## config.mk

```make
export PLATFORM = sky130hd
export DESIGN_NAME = dmem_arbiter
export DESIGN_NICKNAME = d
export VERILOG_FILES = /design/src/rtl/dmem_arbiter.sv
export SDC_FILE = /design/constraint.sdc
export NUM_CORES = 1
export LEC_CHECK = 0
export ABC_AREA = 1
export BUFFER_PORTS_ARGS = -buffer_cell sky130_fd_sc_hd__buf_2
export CAP_MARGIN = 30
export CORE_MARGIN = 5
export CORE_UTILIZATION = 38
export DETAILED_ROUTE_END_ITERATION = 6
export PLACE_DENSITY_LB_ADDON = 0.1
export SLEW_MARGIN = 20
export SYNTH_ARGS = -nofsm -noshare
export SYNTH_HDL_FRONTEND = slang
export SYNTH_SLANG_ARGS = --single-unit
```

## constraint.sdc

```tcl
create_clock -name clk -period 1.3 [get_ports clk]
set_input_delay 0.13 -clock clk [delete_from_list [all_inputs] [get_ports clk]]
set_output_delay 0.13 -clock clk [all_outputs]
set_load 0.02 [all_outputs]
```

## src/rtl/dmem_arbiter.sv

```systemverilog
// Arbitrates the single-port data memory between the CPU data port and the host port.
// The CPU has priority, a wait counter forces a host slot, and host_lock gives the host exclusive access.
module dmem_arbiter #(
  parameter int AW       = 13,
  parameter int DW       = 16,
  parameter int MAX_WAIT = 4
) (
  input  logic          clk,
  input  logic          reset,
  input  logic          cpu_req,
  input  logic          cpu_we,
  input  logic [AW-1:0] cpu_adr,
  input  logic [DW-1:0] cpu_wdata,
  output logic          cpu_stall,
  output logic [DW-1:0] cpu_rdata,
  output logic          cpu_rvalid,
  input  logic          host_req,
  input  logic          host_we,
  input  logic [AW-1:0] host_adr,
  input  logic [DW-1:0] host_wdata,
  input  logic          host_lock,
  output logic          host_gnt,
  output logic [DW-1:0] host_rdata,
  output logic          host_rvalid,
  output logic          mem_we,
  output logic [AW-1:0] mem_adr,
  output logic [DW-1:0] mem_wdata,
  input  logic [DW-1:0] mem_rdata
);

  typedef enum logic [1:0] {CPU_PRI, HOST_FORCE, LOCKED} state_t;
  typedef enum logic [1:0] {OWN_NONE, OWN_CPU, OWN_HOST} owner_t;

  localparam logic [3:0] WAIT_MAX  = 4'(MAX_WAIT);
  localparam logic [3:0] WAIT_TRIP = 4'(MAX_WAIT - 1);

  state_t        state_reg;
  logic [3:0]    wait_cnt_reg;
  owner_t        rd_owner_reg;
  logic [DW-1:0] cpu_rdata_reg;
  logic [DW-1:0] host_rdata_reg;
  logic          cpu_granted;
  logic          host_granted;

  // Grant selection depends only on registered state and requests, never on mem_rdata.
  always_comb begin
    cpu_granted  = 1'b0;
    host_granted = 1'b0;
    case (state_reg)
      CPU_PRI: begin
        if (cpu_req)       cpu_granted  = 1'b1;
        else if (host_req) host_granted = 1'b1;
      end
      HOST_FORCE: begin
        if (host_req)      host_granted = 1'b1;
        else if (cpu_req)  cpu_granted  = 1'b1;
      end
      LOCKED: begin
        host_granted = host_req;
      end
      default: begin
        cpu_granted  = 1'b0;
        host_granted = 1'b0;
      end
    endcase
  end

  assign cpu_stall = cpu_req & ~cpu_granted;
  assign host_gnt  = host_req & host_granted;

  always_comb begin
    mem_we    = 1'b0;
    mem_adr   = '0;
    mem_wdata = '0;
    if (cpu_granted) begin
      mem_we    = cpu_we;
      mem_adr   = cpu_adr;
      mem_wdata = cpu_wdata;
    end else if (host_granted) begin
      mem_we    = host_we;
      mem_adr   = host_adr;
      mem_wdata = host_wdata;
    end
  end

  always_ff @(posedge clk) begin
    if (reset) begin
      state_reg      <= CPU_PRI;
      wait_cnt_reg   <= '0;
      rd_owner_reg   <= OWN_NONE;
      cpu_rdata_reg  <= '0;
      host_rdata_reg <= '0;
    end else begin
      if (host_req && !host_gnt) begin
        if (wait_cnt_reg != WAIT_MAX) wait_cnt_reg <= wait_cnt_reg + 4'd1;
      end else begin
        wait_cnt_reg <= '0;
      end

      if (host_lock) begin
        state_reg <= LOCKED;
      end else begin
        case (state_reg)
          CPU_PRI:
            if (host_req && !host_gnt && wait_cnt_reg >= WAIT_TRIP) state_reg <= HOST_FORCE;
          HOST_FORCE:
            if (host_gnt || !host_req) state_reg <= CPU_PRI;
          default:
            state_reg <= CPU_PRI;
        endcase
      end

      if (cpu_granted && !cpu_we)       rd_owner_reg <= OWN_CPU;
      else if (host_gnt && !host_we)    rd_owner_reg <= OWN_HOST;
      else                              rd_owner_reg <= OWN_NONE;

      // Keep the returned word so a non-owner's rdata stays stable afterwards.
      if (rd_owner_reg == OWN_CPU)  cpu_rdata_reg  <= mem_rdata;
      if (rd_owner_reg == OWN_HOST) host_rdata_reg <= mem_rdata;
    end
  end

  assign cpu_rvalid  = (rd_owner_reg == OWN_CPU);
  assign host_rvalid = (rd_owner_reg == OWN_HOST);
  assign cpu_rdata   = (rd_owner_reg == OWN_CPU)  ? mem_rdata : cpu_rdata_reg;
  assign host_rdata  = (rd_owner_reg == OWN_HOST) ? mem_rdata : host_rdata_reg;

endmodule

```

==> results of run 1 <==
==> where the power goes <==
group | internal, mW | switching (mW)
Combinational | 1.02 | 1.06
Clock | 0.628 | 0.456
Sequential | 1.28 | 0.0295
==> area by class of cell <==
class / count / area, um2 / area share (%)
clock buffers: 6 / 82.6 / 1.60
clock inverters: 2 / 38.8 / 0.751
repair buffers: 220 / 2050 / 39.6
flip-flops and latches: 40 / 811 / 15.7
well taps: 72 / 90.1 / 1.75
inverters: 49 / 224 / 4.34
repair inverters: 2 / 25.0 / 0.485
multi-input cells: 226 / 1850 / 35.7
==> through the flow <==
step	utilization (%)	TNS (ns)
final	92.6	-29.51
after global placement	60.5	-6.35
after detailed placement	60.5	-7.14
after floorplan	-	-1.80
after global routing	92.6	-34.17
after CTS	81.4	-23.41
==> worst paths after layout <==
path                                                    from                      endpoint  slack [ns]  cells past startpoint
worst max-delay path               state_reg[1]$_SDFFE_PP0P_                 mem_wdata[11]       -0.60                     10
worst min-delay path                                 host_we    rd_owner_reg[1]$_SDFF_PP0_        0.02                      2
worst max register to register     state_reg[0]$_SDFFE_PP0P_     state_reg[0]$_SDFFE_PP0P_       -0.27                     11
worst min register to register  wait_cnt_reg[0]$_SDFFE_PP0P_  wait_cnt_reg[0]$_SDFFE_PP0P_        0.55                      2
==> repair_timing <==
| action | 4_1_cts | 5_1_grt |
|---|---|---|
| cloned | 3 | 4 |
| pin swaps | 4 | 32 |
| endpoints found under the setup margin | 72 | 94 |
| resized for setup | 240 | 159 |
| hold buffers | 0 | 0 |
| setup buffers | 36 | 21 |
==> routing by layer <==
layer  up-vias  GRT usage (%)  wire [um]
met5         -              0          0
met4         0           4.82        598
met3        49           6.65        832
met2       176           45.6       6630
met1      1536           24.0       4150
li1       1455              -          -
==> logic make-up after synthesis <==
logic type | count (synthesis) | share of synthesized area [%]
AND/OR/NAND/NOR | 181 | 37.7
buffers and inverters | 66 | 13.6
flip-flops | 40 | 36.3
AO/OA/AOI/OAI | 38 | 8.79
adder cells (fa/ha/maj) | 5 | 2.84
XOR/XNOR | 2 | 0.794
==> placed cells by master (no fill, tap or decap), types with 4 or more instances in the layout <==
| cell type | instances |
|---|---|
| dfxtp_1 | 36 |
| inv_1 | 19 |
| buf_2 | 81 |
| clkbuf_8 | 6 |
| nand2_2 | 38 |
| buf_12 | 9 |
| buf_6 | 99 |
| buf_4 | 23 |
| o21ai_2 | 13 |
| or2_1 | 10 |
| nor2_1 | 21 |
| nor2_4 | 7 |
| inv_2 | 21 |
| nand3_1 | 16 |
| inv_4 | 5 |
| o21ai_4 | 20 |
| nand2_4 | 9 |
| clkbuf_16 | 4 |
| a21oi_2 | 4 |
| nand2_1 | 21 |
| or2_4 | 21 |
| nor2_2 | 11 |
| nand3_2 | 16 |
==> reports/metrics.yaml, run 1 <==
critical_path.cell_chain: "inv_4, ha_4, inv_4, o21ai_4, nand2_4, inv_8, clkbuf_16, nand2_1, nand2_2, buf_6"
synth_commonest_cells: "nand2_1 (67), inv_1 (46), dfxtp_1 (40), nor2_1 (38), nand3_1 (35)"
yosysMostFrequentCell: "nand2_1"
ys.warnings.count: 0
syn-num-nets: 418
grt_pass1_wl_um: 13800
die_y_um: 86.2
num_vias: 3216
syn_area_um2: 2210
slew_violations: 0
cts_tree: "done"
stdcell_count: 617
nets: 630
clkTransAtPathRegs_ns: 0.08
h-tree-depth: 2
synth-seq-area-share_pct: 36.3
fin_crit_sh_pct: 146
clock_skew_ns: 0.0115
drtIter0Drc: 147
initial_core_util_pct: 39.6
path_max_fanout: 6
first_pass_iters: 4
cellPowerDensity_nw_per_um2: 866
status: "finished with violations"
slowest_delay_ns: 0.35
drtAntennaViolNets: 0
clock_path_buffers: 2
die_area_um2: 7430
grt_pass1_vias: 3058
ios: 147
maxCapViolCount: 0
row_count: 27
synthToLayoutAreaGrowth_pct: 134
fill_cells: 183
hold_violations: 0
p_leak_nw: 2.62
clock_sinks: 40
drive_above_1_share_pct: 75.8
synth_edf_count: 0
power_mw: 4.47
setup_slack_ns: -0.601
synth.area.top_cells: "dfxtp_1 (36%), nand2_1 (11%), nand3_1 (7.9%)"
fp.dieW_um: 86.2
hpwl_um: 5220
startpoint_type: "register"
worst_pin_slew_ns: 0.464
dpl-instance-area_um2: 3370
overflow: 0
totalWireLength_um: 12200
cts_buffers: 5
cp_common_cell: "inv_4"
route.detailed.drc: 0
finish.instance_area_um2: 5160
port_buffers: 146
ys_types: 24
cp_slowest_cell: "dfxtp_2"
place_ws_ns: -0.259
core-area_um2: 5570
min_path_type: "in -> reg"
track_usage_pct: 23.1
postSynthCellCount: 332
ys.flop_type: "dfxtp_1"
vdd_ir_drop_max_v: 0.000577
cp.buffers_inverters: 5
worstPathRequired_ns: 1.17
path_class: "reg -> out"
async_flop_share_pct: 0
grt_max_degree: 24
antenna_cells: 0
relSlewSlack_pct: 69.1
dp_cells: 570
cp_top_family: "buffers and inverters"
grt_setup_unrepaired: "yes"
violations: "setup timing"
wire_per_inst_um: 19.8
syn_area_per_cell_um2: 6.64
fin_crit_ns: 1.90
cts_root_buf: "clkbuf_8"
clock_latency_ns: 0.30
ys_ff_latch: 40
max_clock_freq_mhz: 526
finalHoldWorstSlack_ns: 0.0182
arrival_ns: 1.77
synth_area_leader_cell: "dfxtp_1"
antenna_found_initial: 0
place_congestion: 0.792
worst_setup_path_end_kind: "primary output"
synth_top_area_share_pct: 36.3
setup_viol: 87
vias_per_cell: 5.21
Power figures use the tool's default switching activity.
==> inputs of run 2 (changes only) <==
- RECOVER_POWER: not set -> 50
- clock period: 1.3 -> 1.61 ns (I/O delays scaled with it)
==> reports/metrics.yaml, run 2 (same netlist as run 1, synthesis figures left out) <==
path_class: "reg -> out"  # unchanged
wl_met1_um: 2970  # was 4150 um
antenna_cells: 0  # unchanged
final_cell_mix: "buf_2 (98), buf_6 (59), nand2_1 (42)"  # was buf_6 (99), buf_2 (81), nand2_2 (38)
port_buffers: 146  # unchanged
fp.dieW_um: 86.2  # unchanged
drtIter0Drc: 60  # was 147
antenna_found_initial: 0  # unchanged
cp_top_family: "buffers and inverters"  # unchanged
slew_violations: 0  # unchanged
cts_tree: "done"  # unchanged
die_area_um2: 7430  # unchanged
die_y_um: 86.2  # unchanged
layout_commonest_cell: "buf_2"  # was buf_6
slowest_delay_ns: 0.38  # was 0.35 ns
synthToLayoutAreaGrowth_pct: 93.2  # was 134%
clkTransAtPathRegs_ns: 0.07  # was 0.08 ns
p_leak_nw: 2.37  # was 2.62 nW
startpoint_type: "register"  # unchanged
wire_per_inst_um: 14.3  # was 19.8 um
cp_slowest_cell: "dfxtp_4"  # was dfxtp_2
grt_max_degree: 33  # was 24
clock_sinks: 40  # unchanged
initial_core_util_pct: 39.6  # unchanged
cts_buffers: 5  # unchanged
status: "finished with violations"  # unchanged
critical_path.cell_chain: "inv_4, ha_4, inv_2, nand2_2, nand2_4, inv_8, clkbuf_16, nand3_1, nand2_1, buf_6"  # was inv_4, ha_4, inv_4, o21ai_4, nand2_4, inv_8, clkbuf_16, nand2_1, nand2_2, buf_6
route.detailed.drc: 0  # unchanged
wl_met2_um: 4580  # was 6630 um
ios: 147  # unchanged
clock_skew_ns: 0.00380  # was 0.0115 ns
worst_setup_path_end_kind: "primary output"  # unchanged
cp.buffers_inverters: 5  # unchanged
clock_latency_ns: 0.29  # was 0.30 ns
grt_setup_unrepaired: "yes"  # unchanged
setup_slack_ns: -0.230  # was -0.601 ns
h-tree-depth: 2  # unchanged
cellPowerDensity_nw_per_um2: 708  # was 866 nW/um2
clock_path_buffers: 2  # unchanged
maxCapViolCount: 0  # unchanged
grt_pass1_vias: 2770  # was 3058
violations: "setup timing"  # unchanged
core-area_um2: 5570  # unchanged
ctsHoldBuffers: 0  # unchanged
path_max_fanout: 7  # was 6
vias_per_cell: 4.78  # was 5.21
track_usage_pct: 20.2  # was 23.1%
hold_violations: 0  # unchanged
setup_viol: 53  # was 87
grt_pass1_wl_um: 12100  # was 13800 um
first_pass_iters: 6  # was 4
max_clock_freq_mhz: 543
vdd_ir_drop_max_v: 0.000449  # was 0.000577 V
drtAntennaViolNets: 0  # unchanged
num_vias: 2830  # was 3216
utilization_pct: 76.5  # was 92.6%
totalWireLength_um: 8480  # was 12200 um
overflow: 0  # unchanged
fin_crit_ns: 1.84
min_path_type: "in -> reg"  # unchanged
worst_pin_slew_ns: 0.350  # was 0.464 ns
row_count: 27  # unchanged
relSlewSlack_pct: 76.7  # was 69.1%
fin_crit_sh_pct: 114
wl_met3_um: 654  # was 832 um
setup_tns_ns: -7.47  # was -29.51 ns
place_congestion: 0.802  # was 0.792
drive_above_1_share_pct: 60.2  # was 75.8%
topRoutingLayerUsed: "met4"  # unchanged
arrival_ns: 1.68  # was 1.77 ns
worstPathRequired_ns: 1.45  # was 1.17 ns
power_mw: 3.02  # was 4.47 mW
cts_root_buf: "clkbuf_8"  # unchanged
hpwl_um: 4990  # was 5220 um
nets: 605  # was 630
## run 2: cell types whose count changed in the layout (fill, tap and decap cells not counted), moves of 9 or more
cell / previous run / this run
buf_6: 99 / 59
nand2_1: 21 / 42
buf_2: 81 / 98
nand2_2: 38 / 22
o21ai_0: 0 / 14
nor2_1: 21 / 33
nand3_1: 16 / 27
inv_1: 19 / 28
## run 2: repair_timing
| item | 4_1_cts | 5_1_grt |
|---|---|---|
| setup buffers | 32 | 10 |
| pin swaps | 4 | 39 |
| cloned | 4 | 5 |
| resized for setup | 147 | 128 |
| setup endpoints to repair | 59 | 63 |
## run 2: per-stage QoR
step                hold slack (ns)  instances  setup WS, ns  area [um2]
finish                       0.0437        592        -0.230        4260
global route                 0.0361        592        -0.306        4260
CTS                          0.0273        587        -0.274        3830
detailed placement            0.348        543        0.0232        3010
global placement              0.350        543        0.0596        3010
floorplan                     0.240        332         0.102        2210
## run 2: metal layers
metal / GRT usage, % / up-vias
li1: - / 1399
met1: 20.9 / 1288
met5: 0 / -
met4: 8.64 / 0
met2: 37.0 / 122
met3: 6.84 / 21
## run 2: cell type report
cell class	count	area, um2
Clock buffer	5	68.8
Clock inverter	3	18.8
Fill cell	423	1310
Inverter	49	215
Multi-Input combinational cell	226	1480
Sequential cell	40	807
Tap cell	72	90.1
Timing Repair Buffer	197	1580
## run 2: worst paths after layout
kind,start,endpoint,slack (ns),cells after the start
setup reg to reg,rd_owner_reg[0]$_SDFF_PP0_,cpu_rdata_reg[10]$_SDFF_PP0_,-0.04,11
hold / removal,host_we,rd_owner_reg[1]$_SDFF_PP0_,0.04,2
hold reg to reg,wait_cnt_reg[1]$_SDFFE_PP0P_,wait_cnt_reg[1]$_SDFFE_PP0P_,0.52,2
setup / recovery,state_reg[0]$_SDFFE_PP0P_,mem_adr[9],-0.23,10
## run 2: power breakdown
part           switching (mW)  internal [mW]
clock network           0.351          0.302
registers              0.0172           1.03
logic                   0.670          0.644
total                    1.04           1.98
## run 2: worst reg2reg max path, delay by kind of cell (launching register included)
family	cells	cell delay, ns
AOI/OAI and AO/OA	1	0.16
buffers and inverters	8	0.89
and+or+nand+nor	2	0.13
DFF	1	0.36
